### config.mk
export PLATFORM = sky130hd
export DESIGN_NAME = charmap_video
export DESIGN_NICKNAME = d
export VERILOG_FILES = /design/src/rtl/charmap_video.sv
export SDC_FILE = /design/constraint.sdc
export NUM_CORES = 1
export LEC_CHECK = 0
export ABC_CLOCK_PERIOD_IN_PS = 4700
export CORE_UTILIZATION = 50
export CTS_BUF_LIST = sky130_fd_sc_hd__clkbuf_16
export DETAILED_ROUTE_END_ITERATION = 8
export HOLD_SLACK_MARGIN = 0.06
export PLACE_DENSITY = 0.8
export SYNTH_ARGS = -nofsm -noshare
export SYNTH_HDL_FRONTEND = slang
export SYNTH_SLANG_ARGS = --single-unit
### constraint.sdc
create_clock -name clk_sys -period 4.7 [get_ports clk_sys]
set_input_delay 0.705 -clock clk_sys [delete_from_list [all_inputs] [get_ports clk_sys]]
set_output_delay 0.705 -clock clk_sys [all_outputs]
set_load 0.01 [all_outputs]
### src/rtl/charmap_video.sv
// Scrolling 8x8 character-map video generator: tile lookup, glyph fetch and colour
// expansion in a three-tick pixel pipeline, with vblank-synchronised scroll registers.
module charmap_video #(
  parameter int MAP_COLS_LOG2 = 6,
  parameter int MAP_ROWS_LOG2 = 5
) (
  input  logic                                   clk_sys,
  input  logic                                   reset,
  input  logic                                   ce_pix,
  input  logic [8:0]                             hcnt,
  input  logic [8:0]                             vcnt,
  input  logic                                   hblank,
  input  logic                                   vblank,
  input  logic                                   reg_wr,
  input  logic [1:0]                             reg_addr,
  input  logic [7:0]                             reg_data,
  output logic [MAP_ROWS_LOG2+MAP_COLS_LOG2-1:0] map_addr,
  input  logic [7:0]                             chram_data,
  input  logic [7:0]                             colram_data,
  output logic [10:0]                            chrom_addr,
  input  logic [7:0]                             chrom_data,
  output logic [7:0]                             VGA_R,
  output logic [7:0]                             VGA_G,
  output logic [7:0]                             VGA_B,
  output logic                                   VGA_HB,
  output logic                                   VGA_VB,
  output logic [7:0]                             frame_cnt
);
  localparam int X_W = MAP_COLS_LOG2 + 3;
  localparam int Y_W = MAP_ROWS_LOG2 + 3;
  localparam int A_W = MAP_ROWS_LOG2 + MAP_COLS_LOG2;

  logic [7:0]     scrollXSh_q, scrollYSh_q, scrollXSh_d, scrollYSh_d;
  logic [X_W-1:0] scrollX_q;
  logic [Y_W-1:0] scrollY_q;
  logic [7:0]     bg_q, frameCnt_q;
  logic [2:0]     ctrl_q;
  logic           vbPrev_q, copyPend_q, immPend_q, vbRise;

  logic [A_W-1:0] mapAddr_q;
  logic [2:0]     fineX1_q, fineY1_q, fineX2_q;
  logic           hb1_q, vb1_q, hb2_q, vb2_q;
  logic [10:0]    chromAddr_q;
  logic [7:0]     colour2_q;
  logic [23:0]    rgb_q, rgb_d;
  logic           hb3_q, vb3_q;
  logic [X_W-1:0] px;
  logic [Y_W-1:0] py;
  logic           pixel;
  logic [7:0]     colour;

  function automatic logic [23:0] expand(input logic [7:0] c);
    return {c[2:0], c[2:0], 2'b00, c[5:3], c[5:3], 2'b00, c[7:6], c[7:6], c[7:6], 2'b00};
  endfunction

  // Shadow next-state includes a same-cycle write, so a copy always sees the newest value.
  always_comb begin
    scrollXSh_d = scrollXSh_q;
    scrollYSh_d = scrollYSh_q;
    if (reg_wr && reg_addr == 2'd0) scrollXSh_d = reg_data;
    if (reg_wr && reg_addr == 2'd1) scrollYSh_d = reg_data;
  end

  assign vbRise = ce_pix && vblank && !vbPrev_q;

  always_ff @(posedge clk_sys or posedge reset) begin
    if (reset) begin
      scrollXSh_q <= '0;
      scrollYSh_q <= '0;
      scrollX_q   <= '0;
      scrollY_q   <= '0;
      bg_q        <= '0;
      ctrl_q      <= '0;
      frameCnt_q  <= '0;
      vbPrev_q    <= 1'b1;
      copyPend_q  <= 1'b0;
      immPend_q   <= 1'b0;
    end else begin
      scrollXSh_q <= scrollXSh_d;
      scrollYSh_q <= scrollYSh_d;
      if (reg_wr && reg_addr == 2'd2) bg_q <= reg_data;
      if (reg_wr && reg_addr == 2'd3) ctrl_q <= reg_data[2:0];
      if (ce_pix) vbPrev_q <= vblank;
      if (vbRise) frameCnt_q <= frameCnt_q + 8'd1;
      copyPend_q <= vbRise;
      immPend_q  <= reg_wr && !reg_addr[1];
      if (copyPend_q || (immPend_q && ctrl_q[2])) begin
        scrollX_q <= X_W'(scrollXSh_d);
        scrollY_q <= Y_W'(scrollYSh_d);
      end
    end
  end

  assign px = X_W'(hcnt) + scrollX_q;
  assign py = Y_W'(vcnt) + scrollY_q;

  // Inverting the glyph bit before the enable gate keeps a disabled display at pure background.
  always_comb begin
    pixel  = chrom_data[3'd7 - fineX2_q] ^ ctrl_q[1];
    colour = (ctrl_q[0] && pixel) ? colour2_q : bg_q;
    rgb_d  = (hb2_q || vb2_q) ? 24'd0 : expand(colour);
  end

  // Blanking stages reset high so pixels in flight at reset never reach the outputs.
  always_ff @(posedge clk_sys or posedge reset) begin
    if (reset) begin
      mapAddr_q   <= '0;
      fineX1_q    <= '0;
      fineY1_q    <= '0;
      hb1_q       <= 1'b1;
      vb1_q       <= 1'b1;
      chromAddr_q <= '0;
      colour2_q   <= '0;
      fineX2_q    <= '0;
      hb2_q       <= 1'b1;
      vb2_q       <= 1'b1;
      rgb_q       <= '0;
      hb3_q       <= 1'b1;
      vb3_q       <= 1'b1;
    end else if (ce_pix) begin
      mapAddr_q   <= {py[Y_W-1:3], px[X_W-1:3]};
      fineX1_q    <= px[2:0];
      fineY1_q    <= py[2:0];
      hb1_q       <= hblank;
      vb1_q       <= vblank;
      chromAddr_q <= {chram_data, fineY1_q};
      colour2_q   <= colram_data;
      fineX2_q    <= fineX1_q;
      hb2_q       <= hb1_q;
      vb2_q       <= vb1_q;
      rgb_q       <= rgb_d;
      hb3_q       <= hb2_q;
      vb3_q       <= vb2_q;
    end
  end

  assign map_addr   = mapAddr_q;
  assign chrom_addr = chromAddr_q;
  assign VGA_R      = rgb_q[23:16];
  assign VGA_G      = rgb_q[15:8];
  assign VGA_B      = rgb_q[7:0];
  assign VGA_HB     = hb3_q;
  assign VGA_VB     = vb3_q;
  assign frame_cnt  = frameCnt_q;

endmodule

==> results.py <==
metrics = {
    "finish": {
        "nets": 533,
        "num_antenna_cells": 0,
        "syn_to_final_growth_pct": 28.4,
        "nFillCells": 703,
        "drive_gt1_share_pct": 23.2,
        "fin_cells": 591,
    },
    "setup_path": {
        "cp-end-kind": "flip-flop",
        "path_cells": "clkdlybuf4s50_1 > ha_1 > fa_1 > a21o_1 > a21o_1 > a2111oi_0 > o2111ai_1 > nand3_1",
        "cp_top_family": "compound AO/OA/AOI/OAI gates",
        "critical_path_buf_inv_count": 1,
        "startpoint_type": "input pin",
        "cp_data_required_time_ns": 4.98,
        "arrival_ns": 3.18,
        "critPathMostFrequentCell": "a21o_1",
        "cp_max_fo": 3,
        "max_stage_delay_ns": 0.66,
        "worstSetupPathType": "input pin to flip-flop",
        "cp_slowest_cell": "a2111oi_0",
    },
    "die": {
        "core_area_um2": 9330,
        "die_h_um": 101,
        "fp-row-count": 35,
        "boundaryPins": 114,
        "die_area_um2": 10100,
        "die_x_um": 101,
        "start_util_pct": 52.2,
    },
    "routing": {
        "drc": 0,
        "num_vias": 3123,
        "dr.pass1.iters": 4,
        "wl_mm": 9.56,
        "wire_per_inst_um": 16.2,
        "final_antenna_net_count": 0,
        "vias_per_cell": 5.28,
        "drt_iter0_drc": 127,
    },
    "synthesis": {
        "yosysWarnings": 0,
        "async_flop_share_pct": 100,
        "synth-edff-count": 0,
        "synthDistinctLibCells": 45,
        "ys.flop_type": "dfrtp_1",
        "synth_area_per_cell_um2": 13.6,
        "synth_cells": 359,
        "ys_seq_elements": 106,
        "ys_seq_area_share_pct": 54.6,
        "syn_area_um2": 4870,
    },
    "timing": {
        "slew_viol_final": 0,
        "rsz0062_at_grt": "false",
        "post-route-period-util_pct": 61.6,
        "whs_ns": 0.481,
        "fmax_ghz": 0.345,
        "slew-limit-headroom_pct": 44.4,
        "fin_crit_ns": 2.90,
        "final_hold_viol_count": 0,
        "setup_ws_ns": 1.80,
        "fin_skew_ns": 0.00830,
        "worstMarginPinSlew_ns": 0.834,
        "setup_viol": 0,
        "tns_ns": 0,
    },
    "clocking": {
        "hold_buffers": 0,
        "cts_buffer_depth": 2,
        "worstSkewPairLatency_ns": 0.34,
        "root_buffer": "clkbuf_16",
        "htreeDepth": 3,
        "cts.clk_slew.worst_paths_ns": 0.07,
        "clock_sinks": 106,
        "cts-buffers-inserted": 9,
        "post-cts-setup-buffers": 0,
        "cts_resized": 0,
        "cts_tree": "yes",
    },
    "power_and_ir_drop": {
        "power_density_nw_per_um2": 503,
        "p_leak_nw": 2.67,
        "ir_drop_mv": 0.296,
    },
    "global_route": {
        "grt_overflow_total": 0,
        "grt_pass1_wl_mm": 16.0,
        "antenna_found_initial": 0,
        "first_global_vias": 3344,
        "grt_start_max_net_pins": 48,
        "grtUsageTotal_pct": 20.7,
    },
    "place": {
        "dp_cells": 575,
        "place.gp.congestion": 0.784,
        "pre_cts_slack_ns": 1.47,
        "io_buffers": 106,
        "hpwl_mm": 6.81,
    },
    "hold_path": {
        "hold_class": "flip-flop to flip-flop",
    },
    "run_status": {
        "outcome": "complete, no violations",
    },
    "flow_run": {
        "cap_viol_max_count": 0,
    },
}
## Yosys cell counts, types with 2 or more instances
cell	count	area (um^2)
dfrtp_1	100	2500
mux2_2	79	890
buf_4	16	120
ha_1	16	200
nand2_1	12	45.0
inv_1	10	37.5
nor2_1	10	37.5
xnor2_1	10	87.6
a21oi_1	9	45.0
mux2i_1	8	80.1
o2bb2ai_1	8	70.1
a21o_1	7	52.6
dfstp_2	6	158
buf_1	5	18.8
clkbuf_1	5	18.8
nand3_1	5	25.0
xor2_1	5	43.8
nor3_1	4	20.0
o21ai_0	4	20.0
a2111oi_0	3	26.3
nor2b_1	3	18.8
a2111o_1	2	22.5
and3_1	2	12.5
fa_1	2	40.0
mux2i_4	2	45.0
mux4_1	2	52.6
nand3b_1	2	15.0
o2111ai_1	2	17.5
o21bai_1	2	15.0
o31ai_1	2	15.0
or4_1	2	15.0
## routing by layer
layer | share of wire (%) | up-vias | track usage (%) | routed length (um)
met2 | 51 | 97 | 36.4 | 4840
met1 | 42 | 1532 | 24.9 | 4060
li1 | - | 1484 | - | -
met3 | 5.9 | 10 | 6.03 | 565
met5 | 0 | - | 0 | 0
met4 | 0.92 | 0 | 5.46 | 88
## cell usage in the layout (no fill, tap or decap), drive strengths merged, types with 2 or more instances in the layout
| cell type | n |
|---|---|
| a2111o | 2 |
| a2111oi | 3 |
| a21o | 7 |
| a21oi | 9 |
| and3 | 2 |
| buf | 4 |
| clkbuf | 9 |
| clkdlybuf4s50 | 105 |
| clkinv | 2 |
| conb | 6 |
| dfrtp | 100 |
| dfstp | 6 |
| fa | 2 |
| ha | 16 |
| inv | 15 |
| mux2 | 79 |
| mux2i | 10 |
| mux4 | 2 |
| nand2 | 12 |
| nand3 | 5 |
| nand3b | 2 |
| nor2 | 10 |
| nor2b | 3 |
| nor3 | 4 |
| o2111ai | 2 |
| o21ai | 4 |
| o21bai | 2 |
| o2bb2ai | 8 |
| o31ai | 2 |
| or4 | 2 |
| xnor2 | 10 |
| xor2 | 5 |
## worst paths after layout
check	depth (start not counted)	slack [ns]	endpoint	start
max	8	1.80	map_addr[5]	hcnt[0]
min	2	0.48	vb1_q	vb1_q
max reg2reg	7	2.22	map_addr[5]	scrollX_q[0]
min reg2reg	2	0.48	vb1_q	vb1_q
max in group asynchronous	3	3.08	map_addr[3]	reset
min in group asynchronous	2	0.71	chrom_addr[10]	reset
## flip-flops by register name, summed over array words and instances, names as in the netlist, 3 cells and up
register	cells
scrollY_q	8
scrollYSh_q	8
fineX1_q	3
ctrl_q	3
bg_q	8
scrollX_q	8
map_addr	11
fineX2_q	3
frame_cnt	8
chrom_addr	11
fineY1_q	3
rgb_q	8
colour2_q	8
scrollXSh_q	8
## stage by stage
stage	area, um^2	total power [mW]	utilization, %
after global routing	6250	3.35	67.0
after global placement	5970	2.40	64.0
after CTS	6250	3.18	67.0
after detailed placement	5970	2.45	64.0
after floorplan	4890	2.02	-
final	6250	3.15	67.0
## power by group
group	total [mW]	internal [mW]	switching, mW
Sequential	1.33	1.17	0.160
Combinational	1.10	0.638	0.458
Clock	0.721	0.370	0.351
## worst reg2reg max path, stage by stage (launching register included)
cell and delay [ns]:
dfrtp_1 0.38, ha_1 0.21, fa_1 0.42, a21o_1 0.18, a21o_1 0.21, a2111oi_0 0.66, o2111ai_1 0.22, nand3_1 0.13
## cell families after synthesis
logic type,share of synthesized area (%)
flops,54.6
compound gates,6.88
buf+inv,4.11
other cells,0.0770
simple gates,4.78
xor+xnor,2.70
fa+ha+maj,4.93
mux,21.9
## layout make-up
class | instances | area (um^2) | area share, %
clock buffers | 9 | 225 | 3.60
flip-flops and latches | 106 | 2660 | 42.5
repair buffers | 109 | 1080 | 17.2
well taps | 129 | 161 | 2.58
clock inverters | 7 | 58.8 | 0.940
inverters | 10 | 40.0 | 0.640
multi-input cells | 221 | 2030 | 32.5
No activity file was read; power rests on OpenSTA's default activity.
